===== config.mk =====
export PLATFORM = sky130hd
export DESIGN_NAME = clock_display_scan
export DESIGN_NICKNAME = d
export VERILOG_FILES = /design/src/rtl/clock_display_pkg.sv /design/src/rtl/clock_display_scan_seg7_decode.sv /design/src/rtl/clock_display_scan.sv
export SDC_FILE = /design/constraint.sdc
export NUM_CORES = 1
export LEC_CHECK = 0
export CAP_MARGIN = 10
export CORE_ASPECT_RATIO = 1.4
export CORE_MARGIN = 2
export CORE_UTILIZATION = 45
export DETAILED_ROUTE_END_ITERATION = 8
export GPL_TIMING_DRIVEN = 0
export PLACE_DENSITY = 0.6
export SLEW_MARGIN = 10
export SYNTH_ARGS = -nofsm -noshare
export SYNTH_HDL_FRONTEND = slang
export SYNTH_SLANG_ARGS = --single-unit

===== constraint.sdc =====
create_clock -name ap_clk -period 3.49 [get_ports ap_clk]
set_input_delay 0.698 -clock ap_clk [delete_from_list [all_inputs] [get_ports ap_clk]]
set_output_delay 0.698 -clock ap_clk [all_outputs]
set_load 0.01 [all_outputs]

===== src/rtl/clock_display_pkg.sv =====
// clock_display_pkg
//   Shared types and constants for the multiplexed 6-digit clock display:
//   the FSM state enum, the digit count, the BCD code used for a dash, the
//   segment patterns for dash and blank, and a binary-to-BCD helper.
package clock_display_pkg;

    typedef enum logic [2:0] {
        IDLE   = 3'd0,
        CONV_H = 3'd1,
        CONV_M = 3'd2,
        CONV_S = 3'd3,
        COMMIT = 3'd4
    } state_t;

    localparam int         NUM_DIGITS = 6;
    localparam logic [3:0] BCD_DASH   = 4'hF;
    localparam logic [6:0] SEG_DASH   = 7'b1000000;
    localparam logic [6:0] SEG_BLANK  = 7'b0000000;

    // Split a binary field into {tens, units}. Anything above the field's
    // legal limit becomes two dashes so a bad input is visible on the display.
    function automatic logic [7:0] to_bcd(input logic [7:0] val, input logic [7:0] lim);
        logic [7:0] tens;
        logic [7:0] units;
        if (val > lim) return {BCD_DASH, BCD_DASH};
        tens  = val / 8'd10;
        units = val % 8'd10;
        return {tens[3:0], units[3:0]};
    endfunction

endpackage


===== src/rtl/clock_display_scan_seg7_decode.sv =====
// seg7_decode
//   Combinational BCD to 7-segment decoder, active-high segments,
//   seg[0]=a .. seg[6]=g. 0..9 give the standard digits, 4'hF gives a
//   dash (g only), 4'hA..4'hE are blank.
// Ports:
//   bcd  in   4  digit code
//   seg  out  7  segment pattern
module seg7_decode
    import clock_display_pkg::*;
(
    input  logic [3:0] bcd,
    output logic [6:0] seg
);

    always_comb begin
        seg = SEG_BLANK;
        case (bcd)
            4'd0:     seg = 7'b0111111;
            4'd1:     seg = 7'b0000110;
            4'd2:     seg = 7'b1011011;
            4'd3:     seg = 7'b1001111;
            4'd4:     seg = 7'b1100110;
            4'd5:     seg = 7'b1101101;
            4'd6:     seg = 7'b1111101;
            4'd7:     seg = 7'b0000111;
            4'd8:     seg = 7'b1111111;
            4'd9:     seg = 7'b1101111;
            BCD_DASH: seg = SEG_DASH;
            default:  seg = SEG_BLANK;
        endcase
    end

endmodule


===== src/rtl/clock_display_scan.sv =====
// clock_display_scan
//   Accepts an hh/mm/ss time over a valid/ready handshake, converts each
//   field to BCD over three cycles, commits all six digits at once and
//   scans them onto a multiplexed 7-segment display. Each digit is lit for
//   SCAN_DIV clocks. The display stays dark until the first commit.
//   Optional macro COLON_BLINK_EN: the colon (dp on digits 1 and 3) is gated
//   by a flag that toggles whenever a commit carries a new seconds value.
// Ports:
//   ap_clk    in   1  clock
//   ap_rst_n  in   1  asynchronous reset, active low
//   in_valid  in   1  hh/mm/ss valid
//   in_ready  out  1  block idle, can accept a time
//   hh/mm/ss  in   8  binary hours / minutes / seconds
//   seg       out  7  registered segments, seg[0]=a
//   dp        out  1  registered colon segment
//   dig_en    out  6  registered one-hot digit enable, bit0 = hours tens
module clock_display_scan
    import clock_display_pkg::*;
#(
    parameter int SCAN_DIV = 1000
) (
    input  logic                  ap_clk,
    input  logic                  ap_rst_n,
    input  logic                  in_valid,
    output logic                  in_ready,
    input  logic [7:0]            hh,
    input  logic [7:0]            mm,
    input  logic [7:0]            ss,
    output logic [6:0]            seg,
    output logic                  dp,
    output logic [NUM_DIGITS-1:0] dig_en
);

    localparam int             PW      = (SCAN_DIV > 2) ? $clog2(SCAN_DIV) : 1;
    localparam logic [PW-1:0]  CNT_MAX = PW'(SCAN_DIV - 1);
    localparam logic [2:0]     IDX_MAX = 3'(NUM_DIGITS - 1);

    state_t state, state_nx;
    logic   capture, conv_h, conv_m, conv_s, commit;

    logic [7:0] hh_q, mm_q, ss_q;
    logic [NUM_DIGITS-1:0][3:0] conv;
    logic [NUM_DIGITS-1:0][3:0] disp, disp_nx;
    logic on_q, on_nx;

    logic [PW-1:0] cnt;
    logic [2:0]    idx, idx_nx;
    logic          tc;

    logic [3:0]            cur_bcd;
    logic [6:0]            seg_dec;
    logic [NUM_DIGITS-1:0] dig_nx;
    logic                  colon_on;
    logic                  dp_nx;

    // ---------------- FSM ----------------
    always_ff @(posedge ap_clk or negedge ap_rst_n) begin
        if (!ap_rst_n) state <= IDLE;
        else           state <= state_nx;
    end

    always_comb begin
        state_nx = state;
        case (state)
            IDLE:    if (in_valid) state_nx = CONV_H;
            CONV_H:  state_nx = CONV_M;
            CONV_M:  state_nx = CONV_S;
            CONV_S:  state_nx = COMMIT;
            COMMIT:  state_nx = IDLE;
            default: state_nx = IDLE;
        endcase
    end

    always_comb begin
        in_ready = (state == IDLE);
        capture  = in_ready && in_valid;
        conv_h   = (state == CONV_H);
        conv_m   = (state == CONV_M);
        conv_s   = (state == CONV_S);
        commit   = (state == COMMIT);
    end

    // ---------------- capture / conversion ----------------
    always_ff @(posedge ap_clk or negedge ap_rst_n) begin
        if (!ap_rst_n) begin
            hh_q <= '0;
            mm_q <= '0;
            ss_q <= '0;
            conv <= '0;
        end else begin
            if (capture) begin
                hh_q <= hh;
                mm_q <= mm;
                ss_q <= ss;
            end
            if (conv_h) {conv[0], conv[1]} <= to_bcd(hh_q, 8'd23);
            if (conv_m) {conv[2], conv[3]} <= to_bcd(mm_q, 8'd59);
            if (conv_s) {conv[4], conv[5]} <= to_bcd(ss_q, 8'd59);
        end
    end

    // Output registers are fed from the post-edge view of the display, so a
    // commit shows up on the very edge that loads it.
    always_comb begin
        disp_nx = commit ? conv : disp;
        on_nx   = commit | on_q;
    end

    always_ff @(posedge ap_clk or negedge ap_rst_n) begin
        if (!ap_rst_n) begin
            disp <= '0;
            on_q <= 1'b0;
        end else begin
            disp <= disp_nx;
            on_q <= on_nx;
        end
    end

    // ---------------- scan prescaler ----------------
    // Free-running from reset; commits never disturb the scan phase.
    always_comb begin
        tc     = (cnt == CNT_MAX);
        idx_nx = idx;
        if (tc) idx_nx = (idx == IDX_MAX) ? 3'd0 : idx + 3'd1;
    end

    always_ff @(posedge ap_clk or negedge ap_rst_n) begin
        if (!ap_rst_n) begin
            cnt <= '0;
            idx <= '0;
        end else begin
            cnt <= tc ? '0 : cnt + PW'(1);
            idx <= idx_nx;
        end
    end

    // ---------------- colon ----------------
`ifdef COLON_BLINK_EN
    logic       blink_q, blink_nx;
    logic [7:0] prev_ss;
    logic       prev_vld;

    // First commit after reset always counts as a new seconds value.
    always_comb blink_nx = blink_q ^ (commit && (!prev_vld || ss_q != prev_ss));

    always_ff @(posedge ap_clk or negedge ap_rst_n) begin
        if (!ap_rst_n) begin
            blink_q  <= 1'b0;
            prev_ss  <= '0;
            prev_vld <= 1'b0;
        end else begin
            blink_q <= blink_nx;
            if (commit) begin
                prev_ss  <= ss_q;
                prev_vld <= 1'b1;
            end
        end
    end

    assign colon_on = blink_nx;
`else
    assign colon_on = 1'b1;
`endif

    // ---------------- output decode ----------------
    always_comb begin
        cur_bcd = '0;
        dig_nx  = '0;
        for (int i = 0; i < NUM_DIGITS; i++) begin
            if (idx_nx == 3'(i)) begin
                cur_bcd   = disp_nx[i];
                dig_nx[i] = on_nx;
            end
        end
        dp_nx = on_nx && colon_on && (idx_nx == 3'd1 || idx_nx == 3'd3);
    end

    seg7_decode u_dec (
        .bcd (cur_bcd),
        .seg (seg_dec)
    );

    always_ff @(posedge ap_clk or negedge ap_rst_n) begin
        if (!ap_rst_n) begin
            seg    <= '0;
            dp     <= 1'b0;
            dig_en <= '0;
        end else begin
            seg    <= on_nx ? seg_dec : SEG_BLANK;
            dp     <= dp_nx;
            dig_en <= dig_nx;
        end
    end

endmodule


==> results_dict.tcl <==
set metrics [dict create \
    fmax_mhz 309.6 \
    grt_max_degree 65 \
    relSlewSlack_pct 28.11 \
    worstPathRequired_ns 3.76 \
    grt_pass1_vias 4532 \
    wl_met1_mm 5.426 \
    path_clk_slew_ns 0.07 \
    routed.top_layer "met4" \
    ys_seq_area_share_pct 44.62 \
    track_usage_pct 19.69 \
    drv_slew 0 \
    cts_sinks 103 \
    fin_crit_sh_pct 92.55 \
    critPathTopFamily "compound AO/OA/AOI/OAI gates" \
    cp-end-kind "flop" \
    setup_viol 0 \
    skew_ns 0.007021 \
    syn_area_per_cell_um2 9.841 \
    wl_met2_mm 6.435 \
    clk_latency_ns 0.34 \
    synth_top_flop_cell "dfrtp_1" \
    synth_edf_count 0 \
    totalPowerFinal_w 0.005898 \
    first_iter_violations 195 \
    setup-tns-final_ns 0 \
    final_util_pct 53.24 \
    startpoint_type "flop" \
    path_class "flop to flop" \
    wl_per_cell_um 16.03 \
    fp.dieW_um 99.76 \
    cts_hold_buffers 0 \
    die_y_um 138.1 \
    root_buffer "clkbuf_16" \
    holdWs_ns 0.3270 \
    initial_core_util_pct 45.52 \
    status "complete, no violations" \
    drive_above_1_share_pct 13.31 \
    netSwitchingFraction_pct 38.62 \
    power_density_nw_per_um2 872.9 \
    nNetsFinal 675 \
    p_int_w 0.003620 \
    finalHoldViolations 0 \
    viasPerCell 5.790 \
    dp_hpwl_mm 9.484 \
    synth_fp_nets 621 \
    grt_pass1_wl_mm 22.13 \
    path_buf_inv 3 \
    reg2reg_setup_slack_ns 0.26 \
    place.port_buffers 41 \
    net-switching-power_w 0.002278 \
    drv_cap 0 \
    min_path_type "input port to async pin" \
    async_reset_ff_share_pct 100.0 \
    drc 0 \
    htree_levels 3 \
    dr_total_vias 4626 \
    dp_slack_ns -0.006274 \
    cpPeakStageDelay_ns 0.39 \
    numCtsBuffers 9 \
    ant_nets 0 \
    gp_congestion 0.8876 \
    worstMarginPinSlew_ns 1.076 \
    p_leak_nw 2.608 \
    fin_ws_ns 0.2599 \
    grt_setup_unrepaired "false" \
    layout_commonest_cell "dfrtp_1" \
    die_area_um2 13770 \
    grt_overflow 0 \
    antenna_found_initial 0 \
    ir_drop_uv 500.8 \
    num_rows 49 \
    cts_buffer_depth 2 \
    cp_max_fo 10 \
    seq_power_share_pct 31.8 \
    clkPwrFrac_pct 19.3 \
    wl_mm 12.81 \
    antenna_cells 0 \
    core_region_area_um2 12690 \
    slowest_stage "mux2_2" \
    worstPathCellList "buf_2, nor3b_4, buf_6, mux2_2, o21ai_0, a21o_1, a32oi_1, o221ai_2, inv_1, ha_1, or3_1, a31oi_1" \
    wl_met3_um 434 \
    final_cell_mix "dfrtp_1, nor2_1, clkdlybuf4s50_1, nand2_1, mux2_2" \
    ys_types 79 \
    cp.arrival_ns 3.50 \
    area_growth_pct 16.96 \
    synth_seq_cells 103 \
    io_pins 42 \
    first_pass_iters 5 \
    cts_tree "built" \
    synth.yosys.warnings 0 \
    synth_cells 587 \
    combinationalPowerShare_pct 48.9 \
    syn-cell-area_um2 5777 \
    min_period_ns 3.230 \
]
## logic make-up after synthesis
| logic type | count (synthesis) | synth area share (%) |
|---|---|---|
| and+or+nand+nor | 193 | 17.98 |
| buffers and inverters | 59 | 4.353 |
| adders and majority gates | 13 | 2.577 |
| DFF | 103 | 44.62 |
| xor gates and xnor gates | 19 | 2.881 |
| muxes | 51 | 9.660 |
| AOI/OAI and AO/OA | 149 | 17.93 |
## flip-flops by register name (all words and copies together) (netlist names)
| name | flops |
|---|---|
| conv | 24 |
| disp | 24 |
| cnt | 10 |
| hh_q | 8 |
| mm_q | 8 |
| ss_q | 8 |
| seg | 7 |
| dig_en | 6 |
| idx | 3 |
| state | 3 |
| dp | 1 |
| on_q | 1 |
## worst register-to-register path: cells and delay by family (launching register included)
family | cells | cell delay, ns
AOI/OAI and AO/OA | 5 | 0.88
and+or+nand+nor | 2 | 0.75
buffers and inverters | 3 | 0.56
muxes | 1 | 0.39
DFF | 1 | 0.35
adders and majority gates | 1 | 0.24
## per-stage QoR
step / instance area [um2] / cells
final: 6756 / 799
after global routing: 6756 / 799
after CTS: 6749 / 798
after detailed placement: 6404 / 782
after global placement: 6379 / 781
after floorplan: 5777 / 587
## power by group through the flow
stage | Clock [W] | Sequential (W) | Combinational [W]
after floorplan | 0 | 0.00184 | 0.00221
after global placement | 0 | 0.00188 | 0.00275
after detailed placement | 0 | 0.00190 | 0.00286
after CTS | 0.00117 | 0.00188 | 0.00288
after global routing | 0.00123 | 0.00194 | 0.00321
final | 0.00114 | 0.00188 | 0.00288
## cell type report
| cell class | count | area, um2 |
|---|---|---|
| Buffer | 37 | 168.9 |
| Clock buffer | 11 | 232.7 |
| Clock inverter | 5 | 106.4 |
| Fill cell | 1186 | 5934 |
| Inverter | 22 | 82.58 |
| Multi-Input combinational cell | 425 | 2954 |
| Sequential cell | 103 | 2577 |
| Tap cell | 153 | 191.4 |
| Timing Repair Buffer | 43 | 442.9 |
## Yosys cell counts, types with 6 or more instances
library cell  number  area (um2)
nor2_1            51       191.4
clkbuf_1          24       90.09
a21oi_1           36       180.2
nand2b_1           8       50.05
a31oi_1           10       62.56
nand3_1           19       95.09
nand2_1           39       146.4
dfrtp_1          103        2577
xor2_1             8       70.07
nor3b_1            7       52.55
o21ai_0           31       155.2
inv_1             22       82.58
mux2i_1           13       130.1
mux2_2            38       427.9
ha_1               7       87.58
xnor2_1           11       96.34
and2_1             6       37.54
nor3_1            11       55.05
nand4_1            6       37.54
nor2b_1           14       87.58
o22a_1            10       87.58
buf_2              6       30.03
## final timing paths
kind / startpoint / end / cells past startpoint
worst max-delay path: state[0] / seg[5] / 12
worst min-delay path: ap_rst_n / cnt[4] / 1
worst max register to register: state[0] / seg[5] / 12
worst min register to register: disp[15] / disp[15] / 2
max in group asynchronous: ap_rst_n / ss_q[6] / 2
min in group ap_clk: disp[15] / disp[15] / 2
## routing by layer
layer | vias up | track usage (%)
met5 | - | 0
met4 | 0 | 8.580
met3 | 28 | 3.286
met2 | 115 | 33.14
met1 | 2241 | 24.75
li1 | 2242 | -
## repair_timing
item	4_1_cts	5_1_grt
endpoints found under the hold margin	0	0
buffers inserted	0	1
pin swaps	0	2
resized for setup	1	0
endpoints found under the setup margin	1	2
Note: power is estimated with default switching activity, not from simulation.
